--- config.mk ---
export PLATFORM = sky130hd
export DESIGN_NAME = uart_rx_drain_ctrl_flat
export DESIGN_NICKNAME = d
export VERILOG_FILES = /design/src/rtl/uart_rx_drain_if.sv /design/src/rtl/uart_rx_drain_ctrl.sv /design/src/flat_wrapper.sv
export SDC_FILE = /design/constraint.sdc
export NUM_CORES = 1
export LEC_CHECK = 0
export ABC_AREA = 1
export CORE_ASPECT_RATIO = 0.7
export CORE_MARGIN = 4
export CORE_UTILIZATION = 49
export CTS_CLUSTER_DIAMETER = 60
export CTS_CLUSTER_SIZE = 8
export DETAILED_ROUTE_END_ITERATION = 10
export GPL_ROUTABILITY_DRIVEN = 0
export PLACE_DENSITY = 0.78
export SETUP_SLACK_MARGIN = 0.15
export SYNTH_ARGS = -nofsm -noshare
export SYNTH_HDL_FRONTEND = slang
export SYNTH_SLANG_ARGS = --single-unit
--- constraint.sdc ---
create_clock -name clk -period 1.63 [get_ports clk]
set_input_delay 0.2445 -clock clk [delete_from_list [all_inputs] [get_ports clk]]
set_output_delay 0.2445 -clock clk [all_outputs]
set_load 0.02 [all_outputs]
--- src/rtl/uart_rx_drain_if.sv ---
// Read-side bus between the RX drain controller and its two requesters (CPU single-byte, DMA burst).
interface uart_rx_drain_if #(
  parameter int DATA_W = 8
);
  logic              cpu_req;
  logic              cpu_vld;
  logic [DATA_W-1:0] cpu_data;
  logic              dma_req;
  logic [4:0]        dma_len;
  logic              dma_vld;
  logic [DATA_W-1:0] dma_data;
  logic              dma_done;

  modport master (
    output cpu_req, dma_req, dma_len,
    input  cpu_vld, cpu_data, dma_vld, dma_data, dma_done
  );

  modport slave (
    input  cpu_req, dma_req, dma_len,
    output cpu_vld, cpu_data, dma_vld, dma_data, dma_done
  );
endinterface

--- src/rtl/uart_rx_drain_ctrl.sv ---
// Arbitrates the RX FIFO read port between CPU and DMA, sequences pops and memory latency,
// and raises watermark / character-timeout interrupts.
//
// state  | meaning
// IDLE   | no transfer; grant a pending requester (round-robin when both)
// ISSUE  | pop one byte if FIFO non-empty; DMA with empty FIFO ends its burst here
// WAIT   | covers read latency beyond the first cycle (unused when RD_LAT=1)
// RETURN | mem_rdata valid: hand byte to owner, pulse its vld
module uart_rx_drain_ctrl #(
  parameter int DATA_W    = 8,
  parameter int LEN_W     = 6,
  parameter int RD_LAT    = 1,
  parameter int TO_CYCLES = 640
) (
  input  logic              clk,
  input  logic              rst,
  input  logic              fifo_notempty,
  input  logic [LEN_W-1:0]  fifo_level,
  input  logic              rx_done,
  input  logic [DATA_W-1:0] mem_rdata,
  output logic              fiford,
  uart_rx_drain_if.slave    bus,
  input  logic [LEN_W-1:0]  wm_level,
  input  logic              irq_clr,
  output logic              irq_wm,
  output logic              irq_to
);

  typedef enum logic [1:0] {S_IDLE, S_ISSUE, S_WAIT, S_RETURN} state_t;

  localparam logic OWN_CPU = 1'b0;
  localparam logic OWN_DMA = 1'b1;
  localparam logic [1:0] WAIT_INIT = (RD_LAT > 1) ? 2'(RD_LAT - 2) : 2'd0;
  localparam int TO_W = $clog2(TO_CYCLES + 1);
  localparam logic [TO_W-1:0] TO_MAX = TO_W'(TO_CYCLES);

  state_t            state_q, state_d;
  logic              owner_q, owner_d;
  logic              rr_last_q, rr_last_d;
  logic [4:0]        cnt_q, cnt_d;
  logic [1:0]        wait_q, wait_d;
  logic [DATA_W-1:0] cpu_data_q, cpu_data_d;
  logic [DATA_W-1:0] dma_data_q, dma_data_d;
  logic [TO_W-1:0]   to_cnt_q, to_cnt_d;
  logic              irq_to_q, irq_to_d;
  logic              irq_wm_q, irq_wm_d;
  logic              grant_dma;
  logic              to_hit;

  // Pop is decoded from the live non-empty flag so a pop can never hit an empty FIFO.
  assign fiford       = (state_q == S_ISSUE) && fifo_notempty;
  assign bus.cpu_vld  = (state_q == S_RETURN) && (owner_q == OWN_CPU);
  assign bus.dma_vld  = (state_q == S_RETURN) && (owner_q == OWN_DMA);
  assign bus.dma_done = (bus.dma_vld && (cnt_q == 5'd1)) ||
                        ((state_q == S_ISSUE) && (owner_q == OWN_DMA) && !fifo_notempty);
  // mem_rdata is valid during RETURN, so the byte is presented in the same cycle as vld.
  assign bus.cpu_data = bus.cpu_vld ? mem_rdata : cpu_data_q;
  assign bus.dma_data = bus.dma_vld ? mem_rdata : dma_data_q;
  assign irq_wm       = irq_wm_q;
  assign irq_to       = irq_to_q;

  always_comb begin
    state_d    = state_q;
    owner_d    = owner_q;
    rr_last_d  = rr_last_q;
    cnt_d      = cnt_q;
    wait_d     = wait_q;
    cpu_data_d = cpu_data_q;
    dma_data_d = dma_data_q;
    grant_dma  = 1'b0;

    case (state_q)
      S_IDLE: begin
        if (bus.cpu_req || bus.dma_req) begin
          grant_dma = bus.dma_req && (!bus.cpu_req || (rr_last_q == OWN_CPU));
          owner_d   = grant_dma;
          rr_last_d = grant_dma;
          if (grant_dma) begin
            cnt_d = (bus.dma_len == 5'd0) ? 5'd1 : bus.dma_len;
          end
          state_d = S_ISSUE;
        end
      end
      S_ISSUE: begin
        if (fifo_notempty) begin
          wait_d  = WAIT_INIT;
          state_d = (RD_LAT > 1) ? S_WAIT : S_RETURN;
        end else if (owner_q == OWN_DMA) begin
          state_d = S_IDLE;
        end
      end
      S_WAIT: begin
        if (wait_q == 2'd0) begin
          state_d = S_RETURN;
        end else begin
          wait_d = wait_q - 2'd1;
        end
      end
      S_RETURN: begin
        if (owner_q == OWN_CPU) begin
          cpu_data_d = mem_rdata;
          state_d    = S_IDLE;
        end else begin
          dma_data_d = mem_rdata;
          if (cnt_q == 5'd1) begin
            state_d = S_IDLE;
          end else begin
            cnt_d   = cnt_q - 5'd1;
            state_d = S_ISSUE;
          end
        end
      end
      default: state_d = S_IDLE;
    endcase
  end

  always_comb begin
    to_cnt_d = to_cnt_q;
    if (rx_done || fiford || !fifo_notempty) begin
      to_cnt_d = '0;
    end else if (to_cnt_q != TO_MAX) begin
      to_cnt_d = to_cnt_q + TO_W'(1);
    end
    // Fires only on the arrival at the limit, so irq_clr can still drop it while saturated.
    to_hit   = (to_cnt_d == TO_MAX) && (to_cnt_q != TO_MAX);
    irq_to_d = irq_to_q;
    if (to_hit) begin
      irq_to_d = 1'b1;
    end else if (irq_clr || fiford) begin
      irq_to_d = 1'b0;
    end
    irq_wm_d = (wm_level != '0) && (fifo_level >= wm_level);
  end

  always_ff @(posedge clk or posedge rst) begin
    if (rst) begin
      state_q    <= S_IDLE;
      owner_q    <= OWN_CPU;
      rr_last_q  <= OWN_DMA;
      cnt_q      <= '0;
      wait_q     <= '0;
      cpu_data_q <= '0;
      dma_data_q <= '0;
      to_cnt_q   <= '0;
      irq_to_q   <= 1'b0;
      irq_wm_q   <= 1'b0;
    end else begin
      state_q    <= state_d;
      owner_q    <= owner_d;
      rr_last_q  <= rr_last_d;
      cnt_q      <= cnt_d;
      wait_q     <= wait_d;
      cpu_data_q <= cpu_data_d;
      dma_data_q <= dma_data_d;
      to_cnt_q   <= to_cnt_d;
      irq_to_q   <= irq_to_d;
      irq_wm_q   <= irq_wm_d;
    end
  end

endmodule
--- src/flat_wrapper.sv ---
// flat-port wrapper written by rule: the top's interface ports become plain ports
module uart_rx_drain_ctrl_flat 
#(
  parameter int DATA_W    = 8,
  parameter int LEN_W     = 6,
  parameter int RD_LAT    = 1,
  parameter int TO_CYCLES = 640
)
  (clk, rst, fifo_notempty, fifo_level, rx_done, mem_rdata, fiford, wm_level, irq_clr, irq_wm, irq_to, bus_cpu_req, bus_dma_req, bus_dma_len, bus_cpu_vld, bus_cpu_data, bus_dma_vld, bus_dma_data, bus_dma_done);
  uart_rx_drain_if #(.DATA_W(DATA_W)) bus_i ();
  input  logic clk;
  input  logic rst;
  input  logic fifo_notempty;
  input  logic [LEN_W-1:0] fifo_level;
  input  logic rx_done;
  input  logic [DATA_W-1:0] mem_rdata;
  output logic fiford;
  input  logic [LEN_W-1:0] wm_level;
  input  logic irq_clr;
  output logic irq_wm;
  output logic irq_to;
  input wire logic [$bits(bus_i.cpu_req)-1:0] bus_cpu_req;
  input wire logic [$bits(bus_i.dma_req)-1:0] bus_dma_req;
  input wire logic [$bits(bus_i.dma_len)-1:0] bus_dma_len;
  output wire logic [$bits(bus_i.cpu_vld)-1:0] bus_cpu_vld;
  output wire logic [$bits(bus_i.cpu_data)-1:0] bus_cpu_data;
  output wire logic [$bits(bus_i.dma_vld)-1:0] bus_dma_vld;
  output wire logic [$bits(bus_i.dma_data)-1:0] bus_dma_data;
  output wire logic [$bits(bus_i.dma_done)-1:0] bus_dma_done;
  assign bus_i.cpu_req = bus_cpu_req;
  assign bus_i.dma_req = bus_dma_req;
  assign bus_i.dma_len = bus_dma_len;
  assign bus_cpu_vld = bus_i.cpu_vld;
  assign bus_cpu_data = bus_i.cpu_data;
  assign bus_dma_vld = bus_i.dma_vld;
  assign bus_dma_data = bus_i.dma_data;
  assign bus_dma_done = bus_i.dma_done;
  uart_rx_drain_ctrl #(.DATA_W(DATA_W), .LEN_W(LEN_W), .RD_LAT(RD_LAT), .TO_CYCLES(TO_CYCLES)) u_core (.clk(clk), .rst(rst), .fifo_notempty(fifo_notempty), .fifo_level(fifo_level), .rx_done(rx_done), .mem_rdata(mem_rdata), .fiford(fiford), .bus(bus_i), .wm_level(wm_level), .irq_clr(irq_clr), .irq_wm(irq_wm), .irq_to(irq_to));
endmodule
Yosys cells after proc, flatten, opt, wreduce, memory -nomap -nowiden
Index checks and enable logic that the tools add are counted.
- add/sub/neg operators: 3
- eq/ne operators: 14
- multiplexer cells: 22
- magnitude comparators: 1
- reductions and logical operators: 30
- bitwise logic cells: 2
- operators with widths (cell ; number):
    5-bit two-way mux ; 5
    10-bit two-way mux ; 2
    8-bit two-way mux ; 2
    2-bit two-way mux ; 7
    10-bit by 1-bit adder with 10-bit output, second input constant ; 1
    10-bit equality test, second input constant ; 1
    10-bit inequality test, second input constant ; 1
    5-bit one-hot mux with 2 select lines ; 1
    1-bit logical AND ; 9
    2-bit by 1-bit inequality test with 1-bit output, second input constant ; 4
    2-bit one-hot mux with 4 select lines ; 1
    6-bit >= comparator ; 1
    1-bit logical OR ; 6
    2-bit inequality test, second input constant ; 3
    2-bit AND reduction ; 3
    3-bit AND reduction ; 2
    2-bit nonzero test ; 3
    6-bit nonzero test ; 1
    5-bit by 1-bit equality test with 1-bit output, second input constant ; 1
    5-bit zero test ; 1
    5-bit AND reduction ; 1
    5-bit by 1-bit subtractor with 5-bit output, second input constant ; 1
    2-bit equality test, second input constant ; 2
    2-bit zero test ; 2
    7 further kinds ; 11
- register bits after elaboration: 39
- output and inout bits: 22

Depth between registers and ports, before layout
- word-level depth: 8
- depth in mapped cells: 11
- depth with buffers taken out: 11

Least setup slack after synthesis
No wires, ideal clock.
- path kind: reg-to-output
- start: register with a tool-made name
- end: output port bus_cpu_data[7]
- data arrival time: 1.505 ns
- path buffers: 1
- path slack: -0.120 ns
- stages on the path, launching flop included: 6
- path through: dfrtp_1 -> nand2_2 -> nor2_4 -> inv_2 -> buf_6 -> o21ai_0
- RTL lines (element ; line ; RTL):
    end, declared ; flat_wrapper.sv:26 ; output wire logic [$bits(bus_i.cpu_data)-1:0] bus_cpu_data;

Worst setup path in the final report
- start: register u_core.state_q[0]
- end: output port bus_dma_done
- cells in the longest elaborated chain, start to end: 4
- RTL lines (element ; line ; RTL):
    start, declared ; uart_rx_drain_ctrl.sv:37 ; state_t state_q, state_d;
    start signal, assigned ; uart_rx_drain_ctrl.sv:148 ; state_q <= state_d;
    2-bit equality test or 2-bit by 1-bit equality test with 1-bit output (tied branches) ; uart_rx_drain_ctrl.sv:53, uart_rx_drain_ctrl.sv:55 ;
    1-bit logical AND, on equally long branches ; uart_rx_drain_ctrl.sv:53, uart_rx_drain_ctrl.sv:55 ;
    1-bit logical AND, on equally long branches ; uart_rx_drain_ctrl.sv:54, uart_rx_drain_ctrl.sv:55 ;
    1-bit logical OR * ; uart_rx_drain_ctrl.sv:54 ; assign bus.dma_done = (bus.dma_vld && (cnt_q == 5'd1)) ||
    end, declared ; flat_wrapper.sv:29 ; output wire logic [$bits(bus_i.dma_done)-1:0] bus_dma_done;
Mark *: on every way between the ends. The rest lies on a longest branch, timed or not.

==> run metrics <==
Final Util=83.07%; area leader, netlist=dfrtp_1; root buf cell=clkbuf_8; fmax=555.2 MHz; Design Area, Final=around 3600 um^2; Avg Synthesized Cell Area=around 8.1 um^2; RR Startpoint=u_core.state_q[0]; Slew Limit Headroom=about 78%; die height=~64 um; DR vias/cell=~5.2; crit-path max FO=15; # fillers=around 240; final period utilization=110.5%; footprint of the multi-input gates=between 1000 and 1500 um^2; IO Count=between 50 and 60; Rows=20; Final Max Slew Viols=0; Worst setup EP type=output port; post-route setup slack=-0.1712 ns; final hold violation count=0; type of origin of the critical path=register; Clock Path Buffers=2; RR Endpoint=u_core.irq_to; r2r worst-path depth=12; PortBufs=53; Peak VDD IR=approximately 1.6 mV; Worst Tran Pin Value=~0.33 ns; ant diodes=0; Routed WL per cell=16.87 um; main flop type after synthesis=dfrtp_1; share of cells above drive strength 1=a little over a third; CTS tree=yes; Critical Path RT=~1.4 ns; MaxCap Viol Count=0; synth warn=0; Final min period=between 1.5 and 2 ns; clock slew at reported path FFs=about 0.090 ns; largest net degree at the start of global routing=34; Psw=around 2.5 mW; Clock Skew=about 0.011 ns; status=finished with violations; Die W=between 80 and 90 um; Num CTS Buffers=5; later-pin clock latency in the skew report=around 0.30 ns; starting density of the core=approximately 51%; most frequent cell after synthesis=nand2_1; CTS Hold Buffers Added=0; r2r setup slk=-0.12 ns; number of instances in the placed design=around 400; Layout area overhead=63.52%; All-Layer GR Usage=between 20% and 30%; die area=about 5700 um^2; clk sinks=39; Sequential Power Share=about 25%; Clk pwr share=16.1%; Synth Cell Area=~2200 um^2; RSZ-0062 raised after global routing=yes; number of flops mapped to enable cells by yosys=0; grt ovf=0; syn nets=317; number of distinct library cells after synthesis=31; critical path type=reg2out; P per Cell Area=1694 nW/um^2; Total Wirelength=7.256 mm; Seq cells post-synth=39; switch share=roughly two fifths; Syn Inst Count=around 270; Hold WC Path Type=in2async; final HPWL from detailed placement=4.128 mm; ys async rst share=100.0%; DR DRC count=0; initial antenna violation count=0; combinational share of power=58.9%; static leakage=approximately 1.8 nW; final setup fails=19; crit path DAT=around 1.6 ns; Pre-Repair DR Iteration Count=4; share of the synthesized area in the top cell type=~43%; failing checks=setup timing; sequential fraction of the synthesis area=44.17%; Non-Filler Instances=430; Fin Setup TNS=-1.726 ns; Int Power=roughly 3.6 mW; main area contributors after synthesis=dfrtp_1, nand2_1, inv_1; initial DRC count=roughly 210; Cell Area, Placed=3044 um^2; nets@finish=417; antenna-violating nets left=0; top post-synthesis cells by count=nand2_1, inv_1, dfrtp_1, nand3_1, nor2_1; core area=4354 um^2; via count=2247; vias in the first global route=2271; first-pass GRT wire length=around 10 mm; H-tree levels=2; Seq. cell area=around 1000 um^2
kinds of logic after synthesis:
family                     count (synthesis)  synth area share [%]
adders and majority gates                 11                 6.222
DFF                                       39                 44.17
and+or+nand+nor                          122                 26.30
buffers and inverters                     61                 11.03
xor gates and xnor gates                   2                0.7920
AOI/OAI and AO/OA                         39                 11.48
flip-flops by register name, indices dropped and copies added (netlist names), named ones only:
name               cells
u_core.dma_data_q      8
u_core.state_q         1
u_core.irq_wm          1
u_core.irq_to          1
u_core.cnt_q           5
u_core.to_cnt_q       10
u_core.owner_q         1
u_core.cpu_data_q      8
u_core.wait_q          2
u_core.rr_last_q       1
power groups by stage:
| stage | clock network [mW] | logic (mW) | registers, mW |
|---|---|---|---|
| floorplan | 0 | 1.40 | 1.48 |
| global placement | 0 | 2.55 | 1.46 |
| detailed placement | 0 | 2.61 | 1.48 |
| CTS | 0.968 | 3.13 | 1.48 |
| global route | 1.04 | 3.83 | 1.55 |
| finish | 0.988 | 3.61 | 1.53 |
placed cells by master, fill, tap and decap left out, types with 6 or more instances in the layout:
cell type and count:
o21ai_4 14, nor2_4 7, ha_1 11, buf_4 30
nand2_1 53, inv_1 52, nand3_1 11, clkdlybuf4s50_1 31
buf_6 29, nand2_4 6, nand4_1 7, nor2_1 13
dfrtp_1 37, nand2_2 9
critical path, cell delays in order (launching register included):
cell,delay [ns]
dfrtp_1,0.43
nand2_4,0.09
nor2_4,0.16
inv_6,0.09
buf_4,0.15
o21ai_2,0.16
buf_4,0.17
worst max path at each step:
stage / from / endpoint / slack, ns / cells after the start
final: u_core.state_q[0] / bus_dma_done / -0.17 / 6
after global routing: u_core.owner_q / bus_dma_done / -0.22 / 6
after CTS: u_core.state_q[0] / u_core.irq_to / -0.04 / 12
after detailed placement: u_core.state_q[0] / bus_dma_data[6] / -0.26 / 6
after global placement: u_core.state_q[0] / bus_dma_data[6] / -0.24 / 6
after floorplan: u_core.state_q[0] / bus_cpu_data[0] / 0.11 / 5
stage by stage:
step / total power [mW] / worst slack [ns] / hold WS (ns)
6_report: 6.127 / -0.1712 / 0.2018
5_1_grt: 6.429 / -0.2181 / 0.2213
4_1_cts: 5.580 / -0.03944 / 0.2044
3_5_place_dp: 4.090 / -0.2586 / 0.4614
3_3_place_gp: 4.018 / -0.2409 / 0.4556
2_1_floorplan: 2.882 / 0.1072 / 0.3663
per-layer routing:
| layer | share of wire (%) | vias to the layer above | global-route usage [%] |
|---|---|---|---|
| met5 | 0 | - | 0 |
| met4 | 2.5 | 0 | 5.849 |
| met3 | 6.3 | 17 | 6.314 |
| met2 | 48 | 98 | 38.34 |
| met1 | 43 | 1056 | 30.23 |
| li1 | - | 1076 | - |
timing repair:
| action | 4_1_cts | 5_1_grt |
|---|---|---|
| resized for setup | 161 | 36 |
| setup buffers | 6 | 5 |
| setup endpoints to repair | 23 | 37 |
| pin swaps | 9 | 10 |
| cloned | 1 | 1 |
cell type report:
type,instances,area share (%)
Multi-Input combinational cell,175,35.45
Sequential cell,39,27.05
Timing Repair Buffer,93,24.87
Inverter,59,6.641
Clock buffer,5,1.902
Tap cell,55,1.902
Clock inverter,3,1.868
Timing Repair inverter,1,0.3113
Note: power is estimated with default switching activity, not from simulation.
